**config.mk**
```make
export PLATFORM = sky130hd
export DESIGN_NAME = card_dealer_flat
export DESIGN_NICKNAME = d
export VERILOG_FILES = /design/src/rtl/card_dealer_if.sv /design/src/rtl/card_dealer.sv /design/src/flat_wrapper.sv
export SDC_FILE = /design/constraint.sdc
export NUM_CORES = 1
export LEC_CHECK = 0
export BUFFER_PORTS_ARGS = -buffer_cell sky130_fd_sc_hd__buf_2
export CAP_MARGIN = 20
export CORE_UTILIZATION = 60
export DETAILED_ROUTE_END_ITERATION = 8
export PLACE_DENSITY = 0.79
export REMOVE_ABC_BUFFERS = 1
export SYNTH_ARGS = -nofsm -noshare
export SYNTH_HDL_FRONTEND = slang
export SYNTH_SLANG_ARGS = --single-unit
```
**constraint.sdc**
```tcl
create_clock -name clk -period 4.9 [get_ports clk]
set_clock_uncertainty 0.2 [all_clocks]
set_input_delay 0.98 -clock clk [delete_from_list [all_inputs] [get_ports clk]]
set_output_delay 0.98 -clock clk [all_outputs]
set_load 0.02 [all_outputs]
```
**src/rtl/card_dealer_if.sv**
```systemverilog
// Card stream between the dealer and the hand-evaluation consumers.
// The dealer holds every card field stable while card_valid is high and card_ready is low.
interface card_dealer_if;
  logic       card_valid;
  logic       card_ready;
  logic [3:0] card_rank;
  logic [1:0] card_suit;
  logic       card_player;
  logic [2:0] card_slot;

  modport master (
    output card_valid,
    output card_rank,
    output card_suit,
    output card_player,
    output card_slot,
    input  card_ready
  );

  modport slave (
    input  card_valid,
    input  card_rank,
    input  card_suit,
    input  card_player,
    input  card_slot,
    output card_ready
  );
endinterface

```
**src/rtl/card_dealer.sv**
```systemverilog
// Deals two distinct poker hands from one 52-card deck, one card per valid/ready handshake.
// Cards alternate player 0 / player 1; deck positions come from a 16-bit Galois LFSR
// with linear probing over a used-card mask.
//
//   state   | meaning
//   --------+--------------------------------------------------
//   IDLE    | waiting for start; seed_load accepted here only
//   PICK    | advance LFSR, reduce its low 6 bits to a deck index
//   PROBE   | take the index if unused, else step to the next one
//   PRESENT | card_valid high, card held until accepted
//   DONE    | one-cycle done pulse, then back to IDLE
module card_dealer #(
  parameter int          CARDS_PER_PLAYER = 5,
  parameter logic [15:0] LFSR_SEED        = 16'hACE1
) (
  input  logic          clk,
  input  logic          rst_n,
  input  logic          start,
  input  logic          seed_load,
  input  logic [15:0]   seed,
  output logic          busy,
  output logic          done,
  card_dealer_if.master cards
);

  typedef enum logic [2:0] {
    IDLE    = 3'd0,
    PICK    = 3'd1,
    PROBE   = 3'd2,
    PRESENT = 3'd3,
    DONE    = 3'd4
  } state_t;

  localparam logic [3:0]  LAST_CARD = 4'(2 * CARDS_PER_PLAYER - 1);
  localparam logic [15:0] TAPS      = 16'hB400;
  localparam logic [5:0]  DECK_LAST = 6'd51;
  localparam logic [5:0]  DECK_SIZE = 6'd52;

  state_t      state, state_nxt;
  logic [15:0] lfsr, lfsr_nxt, lfsr_adv;
  logic [51:0] used, used_nxt;
  logic [3:0]  count, count_nxt;
  logic [5:0]  idx, idx_nxt, idx_raw;
  logic [3:0]  rank, rank_nxt;
  logic [1:0]  suit, suit_nxt;
  logic        player, player_nxt;
  logic [2:0]  slot, slot_nxt;

  logic [1:0]  suit_of_idx;
  logic [5:0]  suit_base;
  logic [3:0]  rank_of_idx;

  always_comb begin
    lfsr_adv = {1'b0, lfsr[15:1]} ^ (lfsr[0] ? TAPS : 16'h0000);
    idx_raw  = (lfsr_adv[5:0] >= DECK_SIZE) ? (lfsr_adv[5:0] - DECK_SIZE) : lfsr_adv[5:0];
  end

  // idx / 13 and idx % 13 by range compare; the deck index never exceeds 51
  always_comb begin
    if (idx >= 6'd39) begin
      suit_of_idx = 2'd3;
      suit_base   = 6'd39;
    end else if (idx >= 6'd26) begin
      suit_of_idx = 2'd2;
      suit_base   = 6'd26;
    end else if (idx >= 6'd13) begin
      suit_of_idx = 2'd1;
      suit_base   = 6'd13;
    end else begin
      suit_of_idx = 2'd0;
      suit_base   = 6'd0;
    end
    rank_of_idx = 4'(idx - suit_base + 6'd2);
  end

  always_comb begin
    state_nxt  = state;
    lfsr_nxt   = lfsr;
    used_nxt   = used;
    count_nxt  = count;
    idx_nxt    = idx;
    rank_nxt   = rank;
    suit_nxt   = suit;
    player_nxt = player;
    slot_nxt   = slot;
    unique case (state)
      IDLE: begin
        // seed lands before the first PICK, so a same-cycle start deals from it
        if (seed_load)
          lfsr_nxt = (seed == 16'h0000) ? LFSR_SEED : seed;
        if (start) begin
          used_nxt  = '0;
          count_nxt = '0;
          state_nxt = PICK;
        end
      end
      PICK: begin
        lfsr_nxt  = lfsr_adv;
        idx_nxt   = idx_raw;
        state_nxt = PROBE;
      end
      PROBE: begin
        if (!used[idx]) begin
          used_nxt[idx] = 1'b1;
          rank_nxt      = rank_of_idx;
          suit_nxt      = suit_of_idx;
          player_nxt    = count[0];
          slot_nxt      = count[3:1];
          state_nxt     = PRESENT;
        end else begin
          idx_nxt = (idx == DECK_LAST) ? 6'd0 : idx + 6'd1;
        end
      end
      PRESENT: begin
        if (cards.card_ready) begin
          count_nxt = count + 4'd1;
          state_nxt = (count == LAST_CARD) ? DONE : PICK;
        end
      end
      DONE:    state_nxt = IDLE;
      default: state_nxt = IDLE;
    endcase
  end

  always_ff @(posedge clk or negedge rst_n) begin
    if (!rst_n) begin
      state  <= IDLE;
      lfsr   <= LFSR_SEED;
      used   <= '0;
      count  <= '0;
      idx    <= '0;
      rank   <= '0;
      suit   <= '0;
      player <= 1'b0;
      slot   <= '0;
    end else begin
      state  <= state_nxt;
      lfsr   <= lfsr_nxt;
      used   <= used_nxt;
      count  <= count_nxt;
      idx    <= idx_nxt;
      rank   <= rank_nxt;
      suit   <= suit_nxt;
      player <= player_nxt;
      slot   <= slot_nxt;
    end
  end

  assign cards.card_valid  = (state == PRESENT);
  assign cards.card_rank   = rank;
  assign cards.card_suit   = suit;
  assign cards.card_player = player;
  assign cards.card_slot   = slot;
  assign busy              = (state != IDLE);
  assign done              = (state == DONE);

endmodule
```
**src/flat_wrapper.sv**
```systemverilog
// flat-port wrapper written by rule: the top's interface ports become plain ports
module card_dealer_flat 
#(
  parameter int          CARDS_PER_PLAYER = 5,
  parameter logic [15:0] LFSR_SEED        = 16'hACE1
)
  (clk, rst_n, start, seed_load, seed, busy, done, cards_card_valid, cards_card_rank, cards_card_suit, cards_card_player, cards_card_slot, cards_card_ready);
  card_dealer_if cards_i ();
  input  logic clk;
  input  logic rst_n;
  input  logic start;
  input  logic seed_load;
  input  logic [15:0] seed;
  output logic busy;
  output logic done;
  output wire logic [$bits(cards_i.card_valid)-1:0] cards_card_valid;
  output wire logic [$bits(cards_i.card_rank)-1:0] cards_card_rank;
  output wire logic [$bits(cards_i.card_suit)-1:0] cards_card_suit;
  output wire logic [$bits(cards_i.card_player)-1:0] cards_card_player;
  output wire logic [$bits(cards_i.card_slot)-1:0] cards_card_slot;
  input wire logic [$bits(cards_i.card_ready)-1:0] cards_card_ready;
  assign cards_card_valid = cards_i.card_valid;
  assign cards_card_rank = cards_i.card_rank;
  assign cards_card_suit = cards_i.card_suit;
  assign cards_card_player = cards_i.card_player;
  assign cards_card_slot = cards_i.card_slot;
  assign cards_i.card_ready = cards_card_ready;
  card_dealer #(.CARDS_PER_PLAYER(CARDS_PER_PLAYER), .LFSR_SEED(LFSR_SEED)) u_core (.clk(clk), .rst_n(rst_n), .start(start), .seed_load(seed_load), .seed(seed), .busy(busy), .done(done), .cards(cards_i));
endmodule
```
# After elaboration in Yosys (flattened, before gate mapping)
# Cells that the tools add are included.
dict set report classes {
  addsub 5
  order_cmp 6
  eq_ne 11
  n_mux 29
  bitwise_logic 3
  n_reduce_logical 14
}
# cell n
set ops {}
lappend ops {{two-way mux 52 bit} 2}
lappend ops {{case mux 52 bit (2 select lines)} 1}
lappend ops {{bitwise OR 52 bit} 1}
lappend ops {{two-way mux 16 bit} 3}
lappend ops {{case mux 16 bit (2 select lines)} 1}
lappend ops {{two-way mux 4 bit} 5}
lappend ops {{two-way mux 6 bit} 3}
lappend ops {{logical NOT 16 bit} 1}
lappend ops {{bitwise XOR 15 x 16 -> 16 bit} 1}
lappend ops {{greater-or-equal comparator 6 bit, second input constant} 2}
lappend ops {{two-way mux 3 bit} 4}
lappend ops {{case mux 3 bit (4 select lines)} 1}
lappend ops {{case mux 6 bit (2 select lines)} 1}
lappend ops {{AND reduction 3 bit} 3}
lappend ops {{case mux 4 bit (2 select lines)} 1}
lappend ops {{nonzero test 2 bit} 4}
lappend ops {{< comparator 6 x 7 -> 1 bit, second input constant} 1}
lappend ops {{adder 6 x 1 -> 6 bit, second input constant} 1}
lappend ops {{binary-select mux 1 bit (select 6 bit)} 1}
lappend ops {{demux 1 bit (select 6 bit)} 1}
lappend ops {{== test 3 x 2 -> 1 bit, second input constant} 2}
lappend ops {{== test 6 bit, second input constant} 1}
lappend ops {{greater-or-equal comparator 6 x 1 -> 1 bit, second input constant} 1}
lappend ops {{greater-or-equal comparator 6 x 4 -> 1 bit, second input constant} 1}
lappend ops {{17 further kinds} 25}
dict set report totals {
  register_bits 91
}

# Longest topological paths before layout
dict set report depth {
  ltp_word 7
  mapped_depth 15
}

# Least setup slack after synthesis
# Ideal clock, no wire load.
dict set report synth_path {
  kind {register -> register}
  startpoint {register u_core.idx[1]}
  endpoint {register u_core.rank[3], in the netlist u_core.cards.card_rank[3]}
  setup_time_ns 0.125
  arrival_ns 2.936
  required_ns 4.575
  slack_ns 1.639
  path_stages_with_launch 15
  cell_sequence {dfrtp_1 buf_2 inv_1 ha_1 nand2b_1 a311o_1 inv_1 o21ai_0 inv_1 ha_1 fa_1 xnor2_1 xnor2_1 xnor2_1 mux2_2}
}
dict set report synth_between {
  elab_chain_cells 6
  elab_cells_between_ends 12
  cone_classes {2 x add/sub; 3 x order compare; 5 x mux; 1 x bitwise; 1 x reduce/logical}
}
# item line_no
set synth_rtl {}
lappend synth_rtl {{from (decl)} card_dealer.sv:43} ;# logic [5:0] idx, idx_nxt, idx_raw;
lappend synth_rtl {{from (signal assigned)} card_dealer.sv:141} ;# idx <= idx_nxt;
lappend synth_rtl {{greater-or-equal comparator 6 x 4 -> 1 bit} card_dealer.sv:66} ;# end else if (idx >= 6'd13) begin
lappend synth_rtl {{two-way mux 4 bit} card_dealer.sv:66}
lappend synth_rtl {{two-way mux 4 bit} card_dealer.sv:63} ;# end else if (idx >= 6'd26) begin
lappend synth_rtl {{two-way mux 4 bit (*)} card_dealer.sv:60} ;# if (idx >= 6'd39) begin
lappend synth_rtl {{via u_core.suit_base[0]} card_dealer.sv:50} ;# logic [5:0] suit_base;
lappend synth_rtl {{subtractor 4 bit (*)} card_dealer.sv:73} ;# rank_of_idx = 4'(idx - suit_base + 6'd2);
lappend synth_rtl {{adder 4 x 2 -> 4 bit (*)} card_dealer.sv:73}
lappend synth_rtl {{to (signal assigned)} card_dealer.sv:142} ;# rank <= rank_nxt;
lappend synth_rtl {{to (decl)} card_dealer.sv:44} ;# logic [3:0] rank, rank_nxt;
# Mark *: on every way through the listed nets, which the timed path passes. The rest lies on a longest branch. The select of a mux whose other input is x is not followed.
# A chain may end at the register's enable or synchronous reset.

# Worst setup path in the final report
# Ends and elaborated chain as after synthesis.

==> results.json <==
{
  "avgRoutedWirePerCell_um": 17.5,
  "synthTopCellsByArea": "dfrtp_1 (44%), a22o_1 (5.9%), dfstp_2 (4.4%)",
  "syn_to_final_growth_pct": 8.41,
  "r2r-start": "u_core.idx[1]$_DFFE_PN0P_",
  "r2r_slack_ns": 1.17,
  "yosysWarnings": 0,
  "globalRouteOverflowTotal": 0,
  "seq_area_mm2": 0.00229,
  "slowest_delay_ns": 0.81,
  "status": "completed",
  "rsz0062_at_grt": "no",
  "layout-drive-gt1-share": 0.163,
  "core_mm2": 0.00769,
  "grt_pass1_wl_um": 17100,
  "r2r-end": "u_core.cards.card_rank[3]$_DFFE_PN0P_",
  "period_needed_ns": 3.73,
  "cts_resized": 0,
  "placed_cells": 558,
  "synth-seq-cells": 91,
  "worst_hold_slack_ns": 0.282,
  "postPlaceCellArea_mm2": 0.00489,
  "drtIter0Drc": 326,
  "fp.dieArea_mm2": 0.00824,
  "wl_um": 10100,
  "tightestPinTransition_ns": 1.06,
  "drv_slew": 0,
  "max_freq_mhz": 268,
  "drtPass1Iterations": 6,
  "start_util": 0.615,
  "reg2regPathDepth": 13,
  "yosys.area.top_type_share": 0.439,
  "worst_ep_required_time_ns": 4.95,
  "setup_ws_ns": 1.17,
  "dp_hpwl_um": 6690,
  "grt_use_total": 0.262,
  "n_antenna_cell": 0,
  "maxCapViolations": 0,
  "setup_tns_ns": 0,
  "routabilityCongestion": 0.838,
  "die_w_um": 90.8,
  "period_share": 0.762,
  "htreeDepth": 3,
  "cts_buffer_depth": 2,
  "crit_path_start": "u_core.idx[1]$_DFFE_PN0P_",
  "async_flop_share": 1.00,
  "cp-endpoint": "u_core.cards.card_rank[3]$_DFFE_PN0P_",
  "slowest_stage": "dfrtp_1",
  "route.detailed.drc": 0,
  "synth_edf_count": 0,
  "ant_nets": 0,
  "grt_start_max_net_pins": 92,
  "ir_drop_mv": 0.346,
  "hold_violations": 0,
  "synth.distinct_cells": 52,
  "final_cells": 575,
  "clkLatencyLatePin_ns": 0.36,
  "end_kind": "flop",
  "nNetsFinal": 501,
  "yosysSeqAreaShare": 0.483,
  "crit_fanout": 16,
  "synth_most_common_cell": "dfrtp_1",
  "port_buffers": 33,
  "netlist_instances": 453,
  "multiInputGateArea_mm2": 0.00223,
  "vias": 3548,
  "numClockSinks": 91,
  "cts_tree": "yes",
  "path_class": "reg2reg",
  "startpoint_type": "flop",
  "avgSynthCellArea_um2": 10.4,
  "design_area_mm2": 0.00513,
  "setup_violations": 0,
  "dp_slack_ns": 1.17,
  "grt_pass1_vias": 3499,
  "ioPinCount": 34,
  "cts_post_setup_buffers_inserted": 0,
  "hp-class": "reg2reg",
  "power.density_mw_per_mm2": 675,
  "cp_cell_sequence": "inv_1 > ha_1 > nand2b_1 > a311o_1 > inv_1 > o21ai_0 > inv_1 > ha_1 > fa_1 > xnor2_1 > xnor2_1 > xnor2_1 > mux2_2",
  "yosys_most_used_dff": "dfrtp_1",
  "viasPerCell": 6.17,
  "syn-cell-area_mm2": 0.00473,
  "slew_headroom": 0.291,
  "antenna_found_initial": 0,
  "synth_top_area_cell": "dfrtp_1",
  "cts-root-buf": "clkbuf_8",
  "rows": 32,
  "critical_path_arrival_ns": 3.78,
  "ys_top_cells_by_count": "dfrtp_1 (83), nand2_1 (56), a22o_1 (32), nor2_1 (30)",
  "hold_buffers": 0,
  "leakagePower_nw": 2.36,
  "die_h_um": 90.8,
  "cts_buffers": 9,
  "fillCellCount": 599,
  "clk_pin_slew_ns": 0.08
}
==> routing by layer <==
metal | vias up | global-route usage | wire [µm]
met5 | - | 0 | 0
met4 | 0 | 0.0899 | 134
met3 | 18 | 0.0598 | 554
met2 | 119 | 0.409 | 4820
met1 | 1740 | 0.363 | 4570
li1 | 1671 | - | -
==> per-stage QoR <==
stage                     power, mW   util
final                          3.46  0.667
after global routing           3.72  0.667
after CTS                      3.47  0.664
after detailed placement       2.91  0.636
after global placement         2.86  0.636
after floorplan                2.49      -
==> critical path, delay by kind of cell, from the launching register on <==
kind | cells | cell delay (ns)
compound gates | 2 | 0.47
fa+ha+maj | 3 | 0.93
flops | 1 | 0.81
mux | 1 | 0.26
buf+inv | 3 | 0.42
xor+xnor | 3 | 0.40
simple gates | 1 | 0.13
==> area by class of cell <==
cell class	instances	share of cell area
clock buffers	14	0.0298
well taps	102	0.0249
flip-flops and latches	91	0.446
repair buffers	37	0.0424
clock inverters	2	0.0117
inverters	15	0.0110
multi-input cells	314	0.434
==> report_power, final <==
part / internal, mW / total, mW / switching (mW) / leakage, nW
Clock: 0.303 / 0.553 / 0.250 / 0.105
Combinational: 0.691 / 1.54 / 0.851 / 1.08
Sequential: 1.07 / 1.37 / 0.302 / 1.18
Total: 2.06 / 3.46 / 1.40 / 2.36
==> cells in the final DEF (no fill, tap or decap), drive strengths merged, types with 6 or more instances in the layout <==
master,count
dfrtp,83
nand2,56
buf,37
a22o,32
nor2,30
o21ai,20
mux2i,18
a22oi,17
inv,15
nor3,15
clkbuf,14
nand3,13
ha,11
mux2,10
and2,8
a21oi,8
o31ai,8
dfstp,8
a31oi,6
==> logic make-up (layout without fill, tap and decap cells) <==
group,count (synthesis),in the layout,synth area share
simple gates,155,155,0.165
xor+xnor,8,8,0.0148
mux,33,33,0.0873
buf+inv,48,68,0.0458
compound gates,106,106,0.171
fa+ha+maj,12,12,0.0333
flops,91,91,0.483
==> registers in the layout, summed over array words and instances (netlist names) <==
| register | cells |
|---|---|
| u_core.lfsr | 16 |
| u_core.idx | 6 |
| u_core.used | 52 |
| u_core.cards.card_rank | 4 |
| u_core.state | 3 |
| u_core.cards.card_player | 1 |
| u_core.count | 4 |
| u_core.cards.card_slot | 3 |
| u_core.cards.card_suit | 2 |
==> how the worst min path moves through the flow <==
stage | from | endpoint | slack, ns | cells past startpoint
2_1_floorplan | u_core.lfsr[8]$_DFFE_PN0P_ | u_core.lfsr[8]$_DFFE_PN0P_ | 0.25 | 2
3_3_place_gp | u_core.lfsr[7]$_DFFE_PN1P_ | u_core.lfsr[6]$_DFFE_PN1P_ | 0.26 | 2
3_5_place_dp | u_core.lfsr[9]$_DFFE_PN0P_ | u_core.lfsr[9]$_DFFE_PN0P_ | 0.27 | 2
4_1_cts | u_core.lfsr[7]$_DFFE_PN1P_ | u_core.lfsr[6]$_DFFE_PN1P_ | 0.29 | 2
5_1_grt | u_core.lfsr[7]$_DFFE_PN1P_ | u_core.lfsr[6]$_DFFE_PN1P_ | 0.30 | 2
6_report | u_core.lfsr[7]$_DFFE_PN1P_ | u_core.lfsr[6]$_DFFE_PN1P_ | 0.28 | 2
Power figures use the tool's default switching activity.
